===== src/rtl/jtframe_hsize_ctrl.sv =====
// Horizontal scaler control: measures line timing, locks onto stable video
// and applies scaler settings only at vblank. Option: JTFRAME_HSIZE_WATCHDOG_EN
module jtframe_hsize_ctrl (
    input  logic       clk,
    input  logic       rst,
    input  logic       pxl_cen,
    input  logic       HS,
    input  logic       VS,
    input  logic       HB,
    input  logic       VB,
    input  logic [3:0] req_scale,
    input  logic [4:0] req_offset,
    input  logic       req_enable,
    output logic [3:0] scale,
    output logic [4:0] offset,
    output logic       enable,
    output logic       locked,
    output logic       pending,
    output logic [8:0] htotal,
    output logic [8:0] hactive
);

    typedef enum logic [1:0] {
        UNLOCKED = 2'd0,
        LOCKED   = 2'd1,
        PENDING  = 2'd2
    } state_t;

    state_t     r_state;
    state_t     w_state_nxt;

    logic       r_hs_l;
    logic       r_vs_l;
    logic       r_hb_l;
    logic       r_vb_l;
    logic       w_hs_rise;
    logic       w_vs_rise;
    logic       w_hb_rise;
    logic       w_vb_rise;

    logic [8:0] r_hcnt;
    logic [8:0] r_acnt;
    logic [8:0] w_hcnt_inc;
    logic [8:0] r_htotal_cur;
    logic [8:0] r_hactive_cur;
    logic [8:0] r_htotal_prv;
    logic [8:0] r_hactive_prv;

    logic [1:0] r_stable;
    logic [1:0] w_stable_nxt;
    logic       w_match;
    logic       w_lost;
    logic       w_wd_fire;
    logic       w_req_diff;

    logic [3:0] r_scale;
    logic [4:0] r_offset;
    logic       r_enable;
    logic [3:0] w_scale_nxt;
    logic [4:0] w_offset_nxt;
    logic       w_enable_nxt;

    assign w_hs_rise = pxl_cen & HS & ~r_hs_l;
    assign w_vs_rise = pxl_cen & VS & ~r_vs_l;
    assign w_hb_rise = pxl_cen & HB & ~r_hb_l;
    assign w_vb_rise = pxl_cen & VB & ~r_vb_l;

    // Delayed copies of the timing inputs for edge detection
    always_ff @(posedge clk) begin
        if (rst) begin
            r_hs_l <= 1'b0;
            r_vs_l <= 1'b0;
            r_hb_l <= 1'b0;
            r_vb_l <= 1'b0;
        end else if (pxl_cen) begin
            r_hs_l <= HS;
            r_vs_l <= VS;
            r_hb_l <= HB;
            r_vb_l <= VB;
        end
    end

    // The latched total includes the HS-rise pixel itself so it equals the line length
    assign w_hcnt_inc = (r_hcnt == 9'd511) ? 9'd511 : r_hcnt + 9'd1;

    // Line length measurement between HS rises
    always_ff @(posedge clk) begin
        if (rst) begin
            r_hcnt       <= 9'd0;
            r_htotal_cur <= 9'd0;
        end else if (pxl_cen) begin
            if (w_hs_rise) begin
                r_htotal_cur <= w_hcnt_inc;
                r_hcnt       <= 9'd0;
            end else begin
                r_hcnt <= w_hcnt_inc;
            end
        end
    end

    // Active pixel measurement, closed by HB rise on visible lines
    always_ff @(posedge clk) begin
        if (rst) begin
            r_acnt        <= 9'd0;
            r_hactive_cur <= 9'd0;
        end else if (pxl_cen) begin
            if (w_hb_rise && !VB) begin
                r_hactive_cur <= r_acnt;
                r_acnt        <= 9'd0;
            end else if (!HB && !VB && r_acnt != 9'd511) begin
                r_acnt <= r_acnt + 9'd1;
            end
        end
    end

`ifdef JTFRAME_HSIZE_WATCHDOG_EN
    logic [10:0] r_wd;

    assign w_wd_fire = pxl_cen & ~w_hs_rise & (r_wd == 11'd1023);

    // Missing-HS watchdog, saturates at 1024 until the next HS rise
    always_ff @(posedge clk) begin
        if (rst) begin
            r_wd <= 11'd0;
        end else if (pxl_cen) begin
            if (w_hs_rise) begin
                r_wd <= 11'd0;
            end else if (r_wd != 11'd1024) begin
                r_wd <= r_wd + 11'd1;
            end
        end
    end
`else
    assign w_wd_fire = 1'b0;
`endif

    assign w_match = (r_htotal_cur == r_htotal_prv) &&
                     (r_hactive_cur == r_hactive_prv) &&
                     (r_htotal_cur != 9'd511) &&
                     (r_hactive_cur != 9'd511);

    assign w_lost = (w_vs_rise & ~w_match) | w_wd_fire;

    assign w_req_diff = {req_scale, req_offset, req_enable} !=
                        {r_scale, r_offset, r_enable};

    // Frame-to-frame stability counter
    always_comb begin
        w_stable_nxt = r_stable;
        if (w_wd_fire) begin
            w_stable_nxt = 2'd0;
        end else if (w_vs_rise) begin
            if (w_match) begin
                w_stable_nxt = (r_stable == 2'd3) ? 2'd3 : r_stable + 2'd1;
            end else begin
                w_stable_nxt = 2'd0;
            end
        end
    end

    // Stability state and per-frame measurement snapshot
    always_ff @(posedge clk) begin
        if (rst) begin
            r_stable      <= 2'd0;
            r_htotal_prv  <= 9'd0;
            r_hactive_prv <= 9'd0;
            htotal        <= 9'd0;
            hactive       <= 9'd0;
        end else begin
            r_stable <= w_stable_nxt;
            if (w_vs_rise) begin
                r_htotal_prv  <= r_htotal_cur;
                r_hactive_prv <= r_hactive_cur;
                htotal        <= r_htotal_cur;
                hactive       <= r_hactive_cur;
            end
        end
    end

    // Lock FSM next state and applied settings
    always_comb begin
        w_state_nxt  = r_state;
        w_scale_nxt  = r_scale;
        w_offset_nxt = r_offset;
        w_enable_nxt = r_enable;
        unique case (r_state)
            UNLOCKED: begin
                w_enable_nxt = 1'b0;
                if (w_vs_rise && !w_wd_fire && w_stable_nxt == 2'd3) begin
                    w_state_nxt  = LOCKED;
                    w_scale_nxt  = req_scale;
                    w_offset_nxt = req_offset;
                    w_enable_nxt = req_enable;
                end
            end
            LOCKED: begin
                if (w_lost) begin
                    w_state_nxt  = UNLOCKED;
                    w_enable_nxt = 1'b0;
                end else if (w_req_diff) begin
                    w_state_nxt = PENDING;
                end
            end
            PENDING: begin
                if (w_lost) begin
                    w_state_nxt  = UNLOCKED;
                    w_enable_nxt = 1'b0;
                end else if (w_vb_rise) begin
                    w_state_nxt  = LOCKED;
                    w_scale_nxt  = req_scale;
                    w_offset_nxt = req_offset;
                    w_enable_nxt = req_enable;
                end else if (!w_req_diff) begin
                    w_state_nxt = LOCKED;
                end
            end
            default: begin
                w_state_nxt  = UNLOCKED;
                w_enable_nxt = 1'b0;
            end
        endcase
    end

    // Lock FSM state and applied settings registers
    always_ff @(posedge clk) begin
        if (rst) begin
            r_state  <= UNLOCKED;
            r_scale  <= 4'd0;
            r_offset <= 5'd0;
            r_enable <= 1'b0;
        end else begin
            r_state  <= w_state_nxt;
            r_scale  <= w_scale_nxt;
            r_offset <= w_offset_nxt;
            r_enable <= w_enable_nxt;
        end
    end

    assign scale   = r_scale;
    assign offset  = r_offset;
    assign enable  = r_enable;
    assign locked  = (r_state != UNLOCKED);
    assign pending = (r_state == PENDING);

endmodule


===== config.mk =====
export PLATFORM = sky130hd
export DESIGN_NAME = jtframe_hsize_ctrl
export DESIGN_NICKNAME = d
export VERILOG_FILES = /design/src/rtl/jtframe_hsize_ctrl.sv
export SDC_FILE = /design/constraint.sdc
export NUM_CORES = 1
export LEC_CHECK = 0
export BUFFER_PORTS_ARGS = -buffer_cell sky130_fd_sc_hd__buf_2
export CELL_PAD_IN_SITES_DETAIL_PLACEMENT = 1
export CELL_PAD_IN_SITES_GLOBAL_PLACEMENT = 1
export CORE_AREA = 8 8 104 96
export DETAILED_ROUTE_END_ITERATION = 10
export DIE_AREA = 0 0 112 104
export GPL_TIMING_DRIVEN = 0
export PLACE_DENSITY_LB_ADDON = 0.2
export SYNTH_ARGS = -nofsm -noshare
export SYNTH_HDL_FRONTEND = slang
export SYNTH_SLANG_ARGS = --single-unit

===== constraint.sdc =====
create_clock -name clk -period 2.4 [get_ports clk]
set_input_delay 0.36 -clock clk [delete_from_list [all_inputs] [get_ports clk]]
set_output_delay 0.36 -clock clk [all_outputs]
set_load 0.02 [all_outputs]

==> run_results.csv, run 1 <==
group,metric,value,unit
setup_path,critPathKind,"flip-flop to flip-flop",
placed_design,place_inst,547,
worst_hold_path,hold_depth,3,
pwr,power.density,597.8,nW/um^2
sta,fin_skew,7.368,ps
cells_and_area,nNetsFinal,476,
sta,clock.fmax,458.3,MHz
setup_path,reg2reg_depth,9,
grt,grt_use_total,15.39,%
sta,period_share,90.91,%
cells_and_area,postLayoutCellArea,3879,sq um
cells_and_area,final_util,46.57,%
logic_synthesis,syn_area,3346,sq um
setup_path,crit_chain,"ha_1, nand3_1, nor2_1, ha_1, nor2b_1, a211oi_2, nand4_1, or3_1, a21oi_1",
logic_synthesis,yosysWarnings,0,
sta,relSlewSlack,64.15,%
logic_synthesis,syn-num-nets,420,
sta,setup_slack,218.2,ps
placed_design,numPortBuffers,45,
setup_path,cp.required,2670,ps
job,maxCapViolations,0,
cells_and_area,diodes,0,
cells_and_area,synthToLayoutAreaGrowth,15.93,%
placed_design,place_area,3699,sq um
sta,tns,0,ps
logic_synthesis,yosysUniqueCellTypes,37,
setup_path,endpoint_kind,"flip-flop",
cts,cts_root_buf,"clkbuf_8",
grt,grt_pass1_vias,2976,
cts,cts_sinks,72,
cts,path_clk_slew,70,ps
grt,grt_start_max_net_pins,12,
placed_design,dpl.hpwl,6518,microns
floorplan,rows,32,
sta,finalHoldViolCount,0,
cells_and_area,drive_above_1_share,15.18,%
route,num_vias,2864,
cts,tritoncts,"done",
route,dr.pass1.iters,6,
route,route.detailed.drc,0,
outcome,status,"completed",
cells_and_area,instances_no_fill,563,
sta,post-route-min-period,2182,ps
cts,cts_setup_buffers,0,
setup_path,reg2reg_from,"r_acnt[0]",
cts,cts_resized,0,
logic_synthesis,avgSynthCellArea,8.364,sq um
setup_path,reg2reg_to,"r_acnt[5]",
pwr,ir_drop,0.2720,mV
setup_path,critPathArrivalTime,2450,ps
sta,grt_setup_unrepaired,"false",
route,wl,8562,microns
logic_synthesis,syn_inst,400,
worst_hold_path,hp-start,"VB",
cts,cts_hold_buf,0,
setup_path,crit_path_frequent_cell,"ha_1",
cts,cts_buffer_depth,2,
setup_path,r2r_setup_slack,220,ps
cts,htreeDepth,3,
floorplan,die_h,104,microns
sta,setup_violations,0,
floorplan,start_util,40.17,%
cells_and_area,regArea,1441,sq um
placed_design,gp_congestion,0.7737,
floorplan,io-pin-count,47,
grt,grt_pass1_wl,14580,microns
setup_path,cpLargestDelayFamily,"simple AND/OR/NAND/NOR gates",
route,wl_per_cell,15.21,microns
floorplan,coreArea,8328,sq um
grt,antenna_found_initial,0,
cells_and_area,multiInputGateArea,1795,sq um
pwr,power.leakage,1.530,nW
worst_hold_path,whs_endpoint,"r_vb_l",
route,drt_iter0_drc,95,
floorplan,die-width,112,microns
setup_path,critical-path-slowest-cell,"or3_1",
sta,worst_slew_pin_slew,537.7,ps
cells_and_area,nFillCells,1043,
cts,cts_buffers,9,
logic_synthesis,synth-seq-cells,72,
placed_design,dpl_worst_slack,220.3,ps
route,routed_via_density,5.087,
setup_path,startpoint_type,"flip-flop",
worst_hold_path,hold_class,"input pin to flip-flop",
grt,gr-total-overflow,0,
route,detail-route-antenna-nets,0,
setup_path,path_buf_inv,0,
floorplan,dieArea,11650,sq um
cts,insertion_delay,340,ps
setup_path,cp_max_fo,5,
logic_synthesis,seq_area_frac_synth,43.08,%
setup_path,cp_slowest_stage_delay,370,ps
sta,slew_violations,0,
per-stage QoR:
step	hold slack (ps)	power, mW
3_3_place_gp	458.9	1.427
3_5_place_dp	477.2	1.432
6_report	280.6	2.319
4_1_cts	271.5	2.350
2_1_floorplan	445.8	1.368
5_1_grt	272.1	2.423
cell families after synthesis:
kind of cell             count (synthesis)  share of synthesized area [%]
adder cells (fa/ha/maj)                  3                          1.122
flip-flops                              72                          43.08
AO/OA/AOI/OAI                           70                          12.30
AND/OR/NAND/NOR                        176                          25.51
XOR/XNOR                                38                          9.948
buffers and inverters                   25                          3.253
multiplexers                            16                          4.787
cell usage after synthesis:
| master | n | area, sq um |
|---|---|---|
| nand2_1 | 77 | 289.0 |
| dfxtp_1 | 72 | 1441 |
| a21oi_1 | 39 | 195.2 |
| nand2b_1 | 25 | 156.4 |
| nor2_1 | 25 | 93.84 |
| xnor2_1 | 23 | 201.4 |
| clkbuf_1 | 16 | 60.06 |
| mux2i_1 | 16 | 160.2 |
| xor2_1 | 15 | 131.4 |
| o21ai_0 | 14 | 70.07 |
| nand4_1 | 12 | 75.07 |
| nand3_1 | 8 | 40.04 |
| a22o_1 | 7 | 61.31 |
| nor2b_1 | 6 | 37.54 |
| and3_1 | 5 | 31.28 |
| inv_1 | 4 | 15.01 |
| nand3b_1 | 4 | 30.03 |
| nor3_1 | 4 | 20.02 |
| a22oi_1 | 3 | 22.52 |
| buf_2 | 3 | 15.01 |
| ha_1 | 3 | 37.54 |
| a32oi_1 | 2 | 17.52 |
| nor4_1 | 2 | 12.51 |
| or3_1 | 2 | 12.51 |
| a211o_2 | 1 | 10.01 |
| a211oi_2 | 1 | 12.51 |
| a21o_1 | 1 | 7.510 |
| a21o_2 | 1 | 8.760 |
| a31oi_1 | 1 | 6.260 |
| and2_1 | 1 | 6.260 |
| and3b_1 | 1 | 8.760 |
| buf_4 | 1 | 7.510 |
| buf_6 | 1 | 11.26 |
| nor3b_2 | 1 | 12.51 |
| nor4_2 | 1 | 12.51 |
| or2_2 | 1 | 6.260 |
| or3b_2 | 1 | 8.760 |
routing by layer:
| layer | wire length, microns | global-route usage, % |
|---|---|---|
| met3 | 402 | 4.991 |
| met2 | 4037 | 25.38 |
| met4 | 73 | 4.909 |
| met5 | 0 | 0 |
| met1 | 4049 | 18.54 |
cells in the final DEF, fill, tap and decap left out, drive strengths merged, types with 14 or more instances in the layout:
master	netlist	final
xor2	15	15
o21ai	14	14
nand2	77	77
clkbuf	16	28
buf	5	50
mux2i	16	16
dfxtp	72	72
a21oi	39	39
nand2b	25	25
nor2	25	25
xnor2	23	23
layout make-up:
class                      count  area share, %
clock buffer                  12          3.484
multi-input combinational    303          46.29
buffer                        21          2.419
inverter                       4         0.3871
timing repair buffer          45          5.806
tap                          102          3.290
sequential                    72          37.16
clock inverter                 4          1.161
worst register-to-register path, stage by stage, from the launching register on:
cell	delay, ps
dfxtp_1	350
ha_1	260
nand3_1	100
nor2_1	50
ha_1	180
nor2b_1	140
a211oi_2	260
nand4_1	250
or3_1	370
a21oi_1	150
worst max path at each step:
stage | startpoint | to | slack, ps | cells past startpoint
2_1_floorplan | r_acnt[0] | r_acnt[7] | 500 | 9
3_3_place_gp | r_acnt[0] | r_acnt[7] | 280 | 9
3_5_place_dp | r_acnt[0] | r_acnt[5] | 220 | 9
4_1_cts | r_acnt[0] | r_acnt[5] | 190 | 9
5_1_grt | r_acnt[0] | r_acnt[5] | 20 | 9
6_report | r_acnt[0] | r_acnt[5] | 220 | 9
flip-flops by register name, indices dropped and copies added, names as in the netlist, 4 cells and up:
name,count
offset,5
r_acnt,9
r_hactive_cur,9
r_hactive_prv,9
r_hcnt,9
r_htotal_cur,9
r_htotal_prv,9
scale,4
power by group:
part           total, mW  leakage [nW]  switching (mW)  internal [mW]
registers           1.22         0.581          0.0134           1.21
logic              0.180         0.854           0.113         0.0671
clock network      0.916        0.0941           0.439          0.477
total               2.32          1.53           0.566           1.75
Note: power is estimated with default switching activity, not from simulation.
==> run 2: changes to the inputs <==
--- a/config.mk
+++ b/config.mk
@@ -12,7 +12,7 @@
 export DETAILED_ROUTE_END_ITERATION = 10
 export DIE_AREA = 0 0 112 104
 export GPL_TIMING_DRIVEN = 0
-export PLACE_DENSITY_LB_ADDON = 0.2
+export PLACE_DENSITY = 0.81
 export SYNTH_ARGS = -nofsm -noshare
 export SYNTH_HDL_FRONTEND = slang
 export SYNTH_SLANG_ARGS = --single-unit
==> run 2 against run 1 <==
Compared with the run above: setup slack better by 16 ps; clock power up 1%; die area unchanged; via count up 3.0%; critical path type unchanged.
==> run_results.csv, run 2 (synthesis results as in run 1) <==
group,metric,value,unit
setup_path,path_buf_inv,0,
setup_path,critPathArrivalTime,2440,ps
route,route.detailed.drc,0,
cells_and_area,synthToLayoutAreaGrowth,16.08,%
floorplan,io-pin-count,47,
grt,grt_start_max_net_pins,13,
route,dr.pass1.iters,4,
placed_design,numPortBuffers,45,
sta,relSlewSlack,61.28,%
pwr,total_power,2.333,mW
grt,grt_pass1_vias,3150,
cts,htreeDepth,3,
grt,gr-total-overflow,0,
sta,grt_setup_unrepaired,"false",
setup_path,startpoint_type,"flip-flop",
outcome,status,"completed",
sta,post-route-min-period,2165,ps
floorplan,coreArea,8328,sq um
floorplan,die_h,104,microns
job,maxCapViolations,0,
floorplan,die-width,112,microns
pwr,power.leakage,1.530,nW
cts,path_clk_slew,70,ps
setup_path,critPathKind,"flip-flop to flip-flop",
floorplan,dieArea,11650,sq um
setup_path,cp_slowest_stage_delay,390,ps
sta,clock.fmax,461.8,MHz
cts,cts_setup_buffers,0,
cells_and_area,final_cell_mix,"nand2_1, dfxtp_1, buf_2",
setup_path,crit_path_frequent_cell,"ha_1",
placed_design,dpl.hpwl,6694,microns
cells_and_area,mostFrequentLayoutCell,"nand2_1",
sta,period_share,90.22,%
sta,fin_skew,11.63,ps
cts,cts_buffer_depth,2,
cells_and_area,nFillCells,1039,
grt,grt_pass1_wl,15350,microns
cells_and_area,diodes,0,
route,wl,8795,microns
grt,antenna_found_initial,0,
grt,grt_use_total,15.76,%
pwr,ir_drop,0.2237,mV
cells_and_area,drive_above_1_share,15.65,%
cts,insertion_delay,340,ps
placed_design,gp_congestion,0.7952,
route,drt_iter0_drc,119,
cts,cts_root_buf,"clkbuf_8",
cts,cts_buffers,9,
setup_path,cp_max_fo,5,
route,routed_via_density,5.251,
sta,slew_violations,0,
floorplan,rows,32,
route,wl_per_cell,15.65,microns
cts,cts_sinks,72,
floorplan,start_util,40.17,%
cts,tritoncts,"done",
sta,tns,0,ps
sta,setup_violations,0,
sta,worst_slew_pin_slew,578.3,ps
sta,finalHoldViolCount,0,
route,detail-route-antenna-nets,0,
setup_path,cpLargestDelayFamily,"simple AND/OR/NAND/NOR gates",
worst_hold_path,hold_class,"input pin to flip-flop",
cells_and_area,nNetsFinal,476,
setup_path,endpoint_kind,"flip-flop",
pwr,power.density,600.7,nW/um^2
cts,cts_resized,0,
cts,cts_hold_buf,0,
setup_path,critical-path-slowest-cell,"or3_1",
route,num_vias,2951,
setup_path,crit_chain,"ha_1, nand3_1, nor2_1, ha_1, nor2b_1, a211oi_2, nand4_1, or3_1, a21oi_1",
setup_path,cp.required,2670,ps
## run 2: changes by cell type in the layout (fill, tap and decap cells not counted), sizes merged
cell      change
clkinv        +1
clkinvlp      +1
clkbuf        -3
## run 2: cell type report
cell class	count	area [sq um]	share of cell area, %
Clock inverter	6	61.31	1.579
Tap cell	102	127.6	3.286
Buffer	21	93.84	2.416
Clock buffer	9	123.9	3.189
Inverter	4	15.01	0.3866
Timing Repair Buffer	45	225.2	5.799
Sequential cell	72	1441	37.11
Multi-Input combinational cell	303	1795	46.23
## run 2: power by group
part / switching, mW / total [mW] / internal, mW
combinational: 0.114 / 0.181 / 0.0672
sequential: 0.0137 / 1.22 / 1.21
clock: 0.459 / 0.929 / 0.471
## run 2: stage by stage
| step | cells | instance area [sq um] | util, % | hold WS (ps) | worst slack, ps |
|---|---|---|---|---|---|
| after detailed placement | 547 | 3699 | 44.41 | 479.5 | 279.6 |
| after global routing | 562 | 3884 | 46.63 | 283.4 | 109.5 |
| final | 562 | 3884 | 46.63 | 284.9 | 234.6 |
| after floorplan | 400 | 3346 | - | 445.8 | 497.0 |
| after global placement | 547 | 3699 | 44.41 | 457.1 | 307.7 |
| after CTS | 562 | 3884 | 46.63 | 276.7 | 216.2 |
## run 2: final timing paths
check                           to  cells after the start       from  slack, ps
setup / recovery         r_acnt[7]                      9  r_acnt[0]        230
hold / removal              r_vb_l                      3         VB        280
setup reg to reg         r_acnt[7]                      9  r_acnt[0]        230
hold reg to reg   r_hactive_cur[5]                      2  r_acnt[5]        490
## run 2: tightest hold or removal path: cells and delay by family
family	cells	cell delay (ps)
muxes	1	60
buffers and inverters	1	90
and+or+nand+nor	1	70
## run 2: metal layers
metal	wire length, microns	share of wire (%)	vias up	track usage (%)
met5	0	0	-	0
met4	143	1.6	0	5.775
met3	335	3.8	12	3.889
met2	4163	47	47	26.93
met1	4152	47	1426	18.70
li1	-	-	1466	-
==> run 3: changes to the inputs <==
--- a/config.mk
+++ b/config.mk
@@ -12,7 +12,8 @@
 export DETAILED_ROUTE_END_ITERATION = 10
 export DIE_AREA = 0 0 112 104
 export GPL_TIMING_DRIVEN = 0
-export PLACE_DENSITY = 0.81
+export PLACE_DENSITY_LB_ADDON = 0.15
+export REMOVE_ABC_BUFFERS = 1
 export SYNTH_ARGS = -nofsm -noshare
 export SYNTH_HDL_FRONTEND = slang
 export SYNTH_SLANG_ARGS = --single-unit
==> run 3 against run 2 <==
Compared with the run above: largest cell class unchanged; core utilization down 0.32 points; design area decreased by 0.68%; sequential share of layout area is 0.25 points higher; die area stayed put; maximum frequency fell by 1.5%.
==> run_results.csv, run 3 (synthesis results as in run 1) <==
group,metric,value,unit
outcome,status,"completed",
pwr,ir_drop,0.2702,mV
cells_and_area,final_cell_mix,"nand2_1, dfxtp_1, buf_2",
cells_and_area,postLayoutCellArea,3857,sq um
cts,cts_sinks,72,
route,drt_iter0_drc,121,
placed_design,numPortBuffers,46,
setup_path,critPathKind,"flip-flop to flip-flop",
grt,grt_start_max_net_pins,63,
cells_and_area,diodes,0,
placed_design,dpl.hpwl,5851,microns
cells_and_area,synthToLayoutAreaGrowth,15.30,%
grt,antenna_found_initial,0,
sta,relSlewSlack,28.03,%
cts,cts_buffer_depth,2,
cells_and_area,drive_above_1_share,16.10,%
floorplan,die_h,104,microns
pwr,power.density,646.5,nW/um^2
route,routed_via_density,5.142,
sta,clock.fmax,454.9,MHz
setup_path,cp.required,2680,ps
cells_and_area,nNetsFinal,456,
sta,post-route-min-period,2198,ps
sta,fin_skew,16.21,ps
cts,cts_root_buf,"clkbuf_8",
sta,worst_slew_pin_slew,1080,ps
placed_design,gp_congestion,0.7682,
cells_and_area,mostFrequentLayoutCell,"nand2_1",
floorplan,die-width,112,microns
route,dr.pass1.iters,4,
cts,cts_hold_buf,0,
setup_path,cp_max_fo,9,
sta,setup_slack,201.5,ps
floorplan,io-pin-count,47,
sta,slew_violations,0,
cts,cts_buffers,9,
cts,htreeDepth,3,
job,maxCapViolations,0,
floorplan,start_util,40.17,%
route,wl,8317,microns
cells_and_area,nFillCells,1025,
route,num_vias,2792,
grt,grt_pass1_wl,13790,microns
grt,grt_pass1_vias,2811,
placed_design,place_area,3610,sq um
floorplan,rows,32,
route,detail-route-antenna-nets,0,
setup_path,endpoint_kind,"flip-flop",
pwr,power.leakage,1.513,nW
sta,period_share,91.60,%
setup_path,startpoint_type,"flip-flop",
cts,path_clk_slew,90,ps
setup_path,critPathArrivalTime,2480,ps
floorplan,coreArea,8328,sq um
route,route.detailed.drc,0,
cells_and_area,regArea,1441,sq um
floorplan,dieArea,11650,sq um
sta,finalHoldViolCount,0,
sta,grt_setup_unrepaired,"false",
sta,setup_violations,0,
placed_design,dpl_worst_slack,-928.2,ps
grt,gr-total-overflow,0,
route,wl_per_cell,15.32,microns
grt,grt_use_total,14.31,%
worst_hold_path,hold_class,"input pin to flip-flop",
cts,insertion_delay,350,ps
cells_and_area,multiInputGateArea,1815,sq um
cts,tritoncts,"done",
==> run 3: metrics by stage <==
step	hold WS [ps]	instances	power (mW)	utilization [%]	setup TNS, ps
2_1_floorplan	429.1	379	1.345	-	0
3_3_place_gp	461.5	527	1.414	43.34	-8019
3_5_place_dp	469.1	527	1.417	43.34	-8259
4_1_cts	266.9	543	2.532	46.32	0
5_1_grt	274.3	543	2.601	46.32	0
6_report	275.4	543	2.494	46.32	0
==> run 3: worst paths after layout <==
| path | slack [ps] | cells past startpoint | from | endpoint |
|---|---|---|---|---|
| max reg2reg | 200 | 6 | r_hactive_cur[1] | scale[0] |
| min reg2reg | 480 | 2 | r_stable[0] | r_stable[0] |
| max | 200 | 6 | r_hactive_cur[1] | scale[0] |
| min | 280 | 3 | VB | r_vb_l |
==> run 3: power breakdown <==
part	total, mW	switching, mW	internal, mW
clock network	1.10	0.486	0.617
registers	1.22	0.0157	1.21
logic	0.166	0.106	0.0601
==> run 3: cell type report <==
| type | count | share of cell area (%) |
|---|---|---|
| clock inverter | 6 | 2.335 |
| clock buffer | 10 | 3.568 |
| inverter | 4 | 0.3892 |
| sequential | 72 | 37.37 |
| timing repair buffer | 46 | 5.968 |
| multi-input combinational | 303 | 47.06 |
| tap | 102 | 3.308 |
==> run 3: routing by layer <==
layer / global-route usage, % / share of wire (%)
met1: 17.53 / 48
met2: 23.48 / 46
met3: 4.121 / 4.1
met4: 4.909 / 1.1
met5: 0 / 0
==> run 3: what timing repair did <==
item                                    in CTS  in global routing
gates resized for setup                      3                  0
setup buffers                                0                  0
endpoints found under the setup margin       9                  6
pin swaps                                    0                  1
==> run 3: critical path: stages, from the launching register on <==
cell and delay [ps]:
dfxtp_1 430, xnor2_1 160, nand4_1 110, nor3_1 380
nand3_1 270, a32oi_4 520, mux2i_1 260
